**src/rtl/load_byte_sequencer_if.sv**
```systemverilog
// Request/result bundle for the load-data byte sequencer.
interface load_byte_sequencer_if;
  logic        start;
  logic [63:0] mem_word;
  logic [2:0]  offset;
  logic [1:0]  size;
  logic        uns;
  logic        busy;
  logic        done;
  logic [63:0] data_out;
  logic        misaligned;

  modport master (
    output start, mem_word, offset, size, uns,
    input  busy, done, data_out, misaligned
  );

  modport slave (
    input  start, mem_word, offset, size, uns,
    output busy, done, data_out, misaligned
  );
endinterface

```
**src/rtl/load_byte_sequencer.sv**
```systemverilog
// Byte-serial load extractor: one lane per cycle, then sign/zero extend.
// Optional MISALIGN_TRAP_EN: misaligned requests finish at once with a flag.
module load_byte_sequencer (
  input  logic clk,
  input  logic reset,
  load_byte_sequencer_if.slave bus
);

  typedef enum logic [1:0] {
    S_IDLE,
    S_COLLECT,
    S_FINISH
  } state_t;

  state_t      r_state;
  logic [63:0] r_word;
  logic [2:0]  r_sel;
  logic [2:0]  r_k;
  logic [3:0]  r_rem;
  logic [1:0]  r_size;
  logic        r_uns;
  logic [63:0] r_res;
  logic [63:0] r_data;
  logic        r_busy;
  logic        r_done;
  logic        r_mis;

  logic [7:0]  w_lane;
  logic [63:0] w_asm;
  logic [63:0] w_ext;
  logic [3:0]  w_n;
  logic        w_last;
  logic        w_fill;

  // internal 8:1 byte mux
  assign w_lane = r_word[{r_sel, 3'b000} +: 8];
  assign w_last = (r_rem == 4'd1);
  assign w_n    = 4'd1 << bus.size;

  always_comb begin
    w_asm = r_res;
    w_asm[{r_k, 3'b000} +: 8] = w_lane;
    w_ext  = w_asm;
    w_fill = 1'b0;
    unique case (r_size)
      2'b00: begin
        w_fill      = ~r_uns & w_asm[7];
        w_ext[63:8] = {56{w_fill}};
      end
      2'b01: begin
        w_fill       = ~r_uns & w_asm[15];
        w_ext[63:16] = {48{w_fill}};
      end
      2'b10: begin
        w_fill       = ~r_uns & w_asm[31];
        w_ext[63:32] = {32{w_fill}};
      end
      2'b11: begin
        w_fill = 1'b0;
      end
    endcase
  end

`ifdef MISALIGN_TRAP_EN
  logic [2:0] w_mask;
  logic       w_misal;

  always_comb begin
    w_mask = 3'b000;
    unique case (bus.size)
      2'b00: w_mask = 3'b000;
      2'b01: w_mask = 3'b001;
      2'b10: w_mask = 3'b011;
      2'b11: w_mask = 3'b111;
    endcase
  end

  assign w_misal = |(bus.offset & w_mask);
`endif

  always_ff @(posedge clk) begin
    if (reset) begin
      r_state <= S_IDLE;
      r_word  <= 64'h0;
      r_sel   <= 3'd0;
      r_k     <= 3'd0;
      r_rem   <= 4'd0;
      r_size  <= 2'b00;
      r_uns   <= 1'b0;
      r_res   <= 64'h0;
      r_data  <= 64'h0;
      r_busy  <= 1'b0;
      r_done  <= 1'b0;
      r_mis   <= 1'b0;
    end else begin
      r_done <= 1'b0;
      r_mis  <= 1'b0;
      unique case (r_state)
        S_IDLE: begin
          if (bus.start) begin
            r_word  <= bus.mem_word;
            r_size  <= bus.size;
            r_uns   <= bus.uns;
            r_sel   <= bus.offset;
            r_k     <= 3'd0;
            r_rem   <= w_n;
            r_res   <= 64'h0;
            r_busy  <= 1'b1;
`ifdef MISALIGN_TRAP_EN
            if (w_misal) begin
              r_state <= S_FINISH;
              r_done  <= 1'b1;
              r_mis   <= 1'b1;
            end else begin
              r_state <= S_COLLECT;
            end
`else
            r_state <= S_COLLECT;
`endif
          end
        end
        S_COLLECT: begin
          r_res <= w_asm;
          r_sel <= r_sel + 3'd1;
          r_k   <= r_k + 3'd1;
          r_rem <= r_rem - 4'd1;
          if (w_last) begin
            r_data  <= w_ext;
            r_done  <= 1'b1;
            r_state <= S_FINISH;
          end
        end
        S_FINISH: begin
          r_state <= S_IDLE;
          r_busy  <= 1'b0;
        end
        default: begin
          r_state <= S_IDLE;
          r_busy  <= 1'b0;
        end
      endcase
    end
  end

  assign bus.busy       = r_busy;
  assign bus.done       = r_done;
  assign bus.data_out   = r_data;
  assign bus.misaligned = r_mis;

endmodule

```
**src/flat_wrapper.sv**
```systemverilog
// flat-port wrapper written by rule: the top's interface ports become plain ports
module load_byte_sequencer_flat 
  (clk, reset, bus_start, bus_mem_word, bus_offset, bus_size, bus_uns, bus_busy, bus_done, bus_data_out, bus_misaligned);
  load_byte_sequencer_if bus_i ();
  input  logic clk;
  input  logic reset;
  input wire logic [$bits(bus_i.start)-1:0] bus_start;
  input wire logic [$bits(bus_i.mem_word)-1:0] bus_mem_word;
  input wire logic [$bits(bus_i.offset)-1:0] bus_offset;
  input wire logic [$bits(bus_i.size)-1:0] bus_size;
  input wire logic [$bits(bus_i.uns)-1:0] bus_uns;
  output wire logic [$bits(bus_i.busy)-1:0] bus_busy;
  output wire logic [$bits(bus_i.done)-1:0] bus_done;
  output wire logic [$bits(bus_i.data_out)-1:0] bus_data_out;
  output wire logic [$bits(bus_i.misaligned)-1:0] bus_misaligned;
  assign bus_i.start = bus_start;
  assign bus_i.mem_word = bus_mem_word;
  assign bus_i.offset = bus_offset;
  assign bus_i.size = bus_size;
  assign bus_i.uns = bus_uns;
  assign bus_busy = bus_i.busy;
  assign bus_done = bus_i.done;
  assign bus_data_out = bus_i.data_out;
  assign bus_misaligned = bus_i.misaligned;
  load_byte_sequencer u_core (.clk(clk), .reset(reset), .bus(bus_i));
endmodule
```
**config.mk**
```make
export PLATFORM = sky130hd
export DESIGN_NAME = load_byte_sequencer_flat
export DESIGN_NICKNAME = d
export VERILOG_FILES = /design/src/rtl/load_byte_sequencer_if.sv /design/src/rtl/load_byte_sequencer.sv /design/src/flat_wrapper.sv
export SDC_FILE = /design/constraint.sdc
export NUM_CORES = 1
export LEC_CHECK = 0
export CAP_MARGIN = 30
export CORE_MARGIN = 5
export CORE_UTILIZATION = 45
export CTS_CLUSTER_DIAMETER = 150
export DETAILED_ROUTE_END_ITERATION = 10
export PLACE_DENSITY_LB_ADDON = 0.15
export SKIP_CTS_REPAIR_TIMING = 1
export SLEW_MARGIN = 10
export SYNTH_ARGS = -nofsm -noshare
export SYNTH_HDL_FRONTEND = slang
export SYNTH_SLANG_ARGS = --single-unit
```
**constraint.sdc**
```tcl
create_clock -name clk -period 4.42 [get_ports clk]
set_input_delay 0.442 -clock clk [delete_from_list [all_inputs] [get_ports clk]]
set_output_delay 0.442 -clock clk [all_outputs]
set_load 0.05 [all_outputs]
```
==> impl_results.md <==
- Core ar.: between 0.015 and 0.02 mm2
- Die Area: about 0.022 mm2
- Worst reg2reg path depth: 9
- Net Sw Frac: 0.276
- Largest family of logic cells by synthesized area: compound AO/OA/AOI/OAI gates
- Startpoint Class: flop
- Status: completed
- Yosys warnings: 0
- Clock Latency Late Sink: ~0.50 ns
- Post-route insts no fill: approximately 1400
- Top Ports: 140
- Final Hold Viols: 0
- Most frequent CP cell: ha_1
- Register bit total from synthesis: approximately 210
- Vias in the first global route: ~7200
- Largest stage delay, worst path: roughly 0.57 ns
- EDFF count, synth: 0
- Die Ht: between 100 and 150 um
- Total Routed Length: approximately 25000 um
- Post-Synth XOR/XNOR Area: 0.00101
- CTS tree: done
- Top_reg_cell synth: dfxtp_1
- Max-slew violations: 0
- Post-Synth Adder-Cell Area: 0.00868
- Placer Congestion: around 0.84
- Fmax: between 0.2 and 0.3 GHz
- Residual DRC: 0
- Pleak: about 0.0038 uW
- Syn nets: about 1100
- Critical path depth: 9
- Synth Area in Compound Gates: 0.236
- Simple-gate share of the synthesized area: 0.169
- Mapped Area: just under 0.009 mm2
- DRT antenna net count: 0
- Post-synthesis sequential area ratio: 0.484
- Final Cycle Share: 0.764
- Max-Cap Viols: 0
- Power Dens Cells: 419 mW/mm2
- Hpwl dp: around 16000 um
- Worst path slowest cell: or4b_4
- Final #Nets: 1179
- Period minus WS final: between 3 and 4 ns
- Clock power frac: 0.398
- Diode count: 0
- Slew @ Worst Pin: about 1.0 ns
- DIE WIDTH: between 100 and 150 um
- Pin count of the biggest net entering global routing: between 90 and 100
- Vias per cell: roughly 5.6
- FF/Latch Area: 0.00418 mm2
- Maximum vdd drop: between 0.2 and 0.3 mV
- Syn Area/Cell: 8.77 um2
- Count of port buffers added during placement: approximately 140
- Mux contribution to synthesized area: 0.0558
- FP Rows: 50
- Hold Path Depth: 2
- CTS sink cnt: 209
- Layout cell share with drive strength beyond 1: 0.100
- DR pass1 iterations: 5
- Vias: 7694
- DRT iter0 DRCs: 570
- Global Route Usage Sum: 0.220
- Setup Viol. Count Final: 0
- Required @ worst endpoint: 4.76 ns
- Wire length of the first global-routing pass: 39600 um
- Footprint of the multi-input gates: a little over 0.004 mm2
- Relative slew slack: 0.327
- Initial Utilization: 0.459
- Post-Place Cells: between 1000 and 1500
- CP Max Fanout: 32
- Netlist cell types: between 50 and 60
- Grt ovf: 0
- Synth-to-layout area growth: 27.9%
- CP bufs+invs: 2
- DR WL/cell: 18.2 um
- Psw: roughly 1300 uW
- Internal: 3360 uW
- Antenna violations before repair: 0
- Clock-pin slew on the worst setup and hold paths: about 0.060 ns
- Setup CP Type: flop to flop
- Longest Clk Path Bufs: 3
- Post-Syn Instances: around 990
- TNS Setup: 0 ns
- Async S/R FF share, synth: 0
- Filler instances: roughly 1700
- Sequential share of power: 0.438
- Clock Skews: around 0.013 ns
- Combinational Power Share: 0.164
- CP Cell Sequence: inv_1 -> ha_1 -> ha_1 -> or4b_4 -> nor3_4 -> o211ai_2 -> o41ai_4 -> buf_4 -> a211oi_1
- H-tree depth: 1
- Critical path endpoint category: flop
- Inserted Clock Buffers: 22
- RSZ-0062 raised after global routing: no
- Crit-path leading delay family: simple AND/OR/NAND/NOR gates
- Clock root cell: clkbuf_16
- Critical path arrival: roughly 3.7 ns
- Hold Path Class: input pin to flop
-- final timing paths --
check / start / end / slack [ns]
max: u_core.r_k[1]$_SDFFE_PP0P_ / u_core.bus.data_out[41]$_SDFFE_PP0P_ / 1.04
min: reset / u_core.r_res[56]$_SDFFE_PP0P_ / 0.41
max reg2reg: u_core.r_k[1]$_SDFFE_PP0P_ / u_core.bus.data_out[41]$_SDFFE_PP0P_ / 1.04
min reg2reg: u_core.r_word[2]$_SDFFE_PP0P_ / u_core.r_word[2]$_SDFFE_PP0P_ / 0.45
-- synthesized netlist by cell type (8+ instances only) --
cell type / instances / share of area
dfxtp_1: 209 / 0.48
nand2_1: 178 / 0.077
a21oi_1: 108 / 0.062
nor2_1: 107 / 0.046
clkbuf_1: 64 / 0.028
a22oi_1: 48 / 0.042
o21ai_0: 28 / 0.016
o211ai_1: 22 / 0.019
nand3_1: 19 / 0.011
o32ai_1: 17 / 0.017
a211oi_1: 16 / 0.014
o221ai_1: 15 / 0.015
mux4_2: 14 / 0.036
inv_1: 12 / 0.0052
nor3_1: 10 / 0.0058
o22ai_1: 10 / 0.0072
a2bb2oi_1: 9 / 0.0091
nand2b_1: 9 / 0.0065
o21ai_1: 8 / 0.0046
-- logic make-up (layout without fill, tap and decap cells) --
logic type,count (synthesis),in the layout
flops,209,209
simple gates,344,344
xor+xnor,1,1
other cells,1,1
mux,28,28
fa+ha+maj,6,6
buf+inv,95,223
compound gates,303,303
-- stage by stage --
stage | util | power, uW | hold WS, ns | setup slack [ns] | area [um2]
5_1_grt | 0.587 | 4810 | 0.438 | 0.852 | 11100
2_1_floorplan | - | 2540 | 0.430 | 1.63 | 8650
6_report | 0.587 | 4640 | 0.415 | 1.04 | 11100
3_3_place_gp | 0.546 | 2820 | 0.441 | 1.16 | 10300
3_5_place_dp | 0.546 | 2820 | 0.445 | 1.09 | 10300
4_1_cts | 0.585 | 4660 | 0.418 | 1.08 | 11000
-- per-layer routing --
layer,global-route usage,up-vias,share of wire
li1,-,3765,-
met5,0,-,0
met4,0.0536,0,0.017
met1,0.323,3659,0.47
met3,0.0296,35,0.059
met2,0.346,235,0.45
-- cell type report --
class / count / area share
Clock buffer: 33 / 0.0609
Timing Repair Buffer: 172 / 0.150
Sequential cell: 209 / 0.378
Tap cell: 260 / 0.0294
Multi-Input combinational cell: 683 / 0.372
Clock inverter: 6 / 0.00532
Inverter: 12 / 0.00407
-- power groups by stage --
stage               Clock (uW)  Sequential [uW]  Combinational (uW)
global placement             0             2070                 741
finish                    1850             2030                 760
detailed placement           0             2080                 745
floorplan                    0             2130                 406
global route              1950             2040                 817
CTS                       1880             2030                 748
-- worst register-to-register path: stages (launching register included) --
cell and delay, ns:
dfxtp_1 0.47, inv_1 0.13, ha_1 0.20, ha_1 0.34, or4b_4 0.57, nor3_4 0.44
o211ai_2 0.20, o41ai_4 0.37, buf_4 0.40, a211oi_1 0.09
-- layout by cell type (no fill, tap or decap), types with 5 or more instances in the layout --
| master | count |
|---|---|
| a211oi_1 | 16 |
| a21oi_1 | 108 |
| a22oi_1 | 48 |
| a2bb2oi_1 | 9 |
| a32oi_1 | 5 |
| buf_4 | 33 |
| clkbuf_16 | 23 |
| clkbuf_8 | 6 |
| clkdlybuf4s50_1 | 137 |
| dfxtp_1 | 209 |
| ha_1 | 6 |
| inv_1 | 12 |
| mux2i_1 | 7 |
| mux4_2 | 14 |
| nand2_1 | 178 |
| nand2b_1 | 9 |
| nand3_1 | 19 |
| nor2_1 | 106 |
| nor3_1 | 8 |
| o211ai_1 | 22 |
| o21ai_0 | 28 |
| o21ai_1 | 8 |
| o221ai_1 | 15 |
| o22ai_1 | 10 |
| o32ai_1 | 17 |
-- sequential cells by signal, summed over array words and instances (netlist names) --
signal	count
u_core.bus.data_out	64
u_core.r_res	64
u_core.r_word	64
u_core.r_rem	4
u_core.r_k	3
u_core.r_sel	3
u_core.r_size	2
u_core.r_state	2
u_core.bus.busy	1
u_core.bus.done	1
u_core.r_uns	1
(Power assumes the default switching activity.)
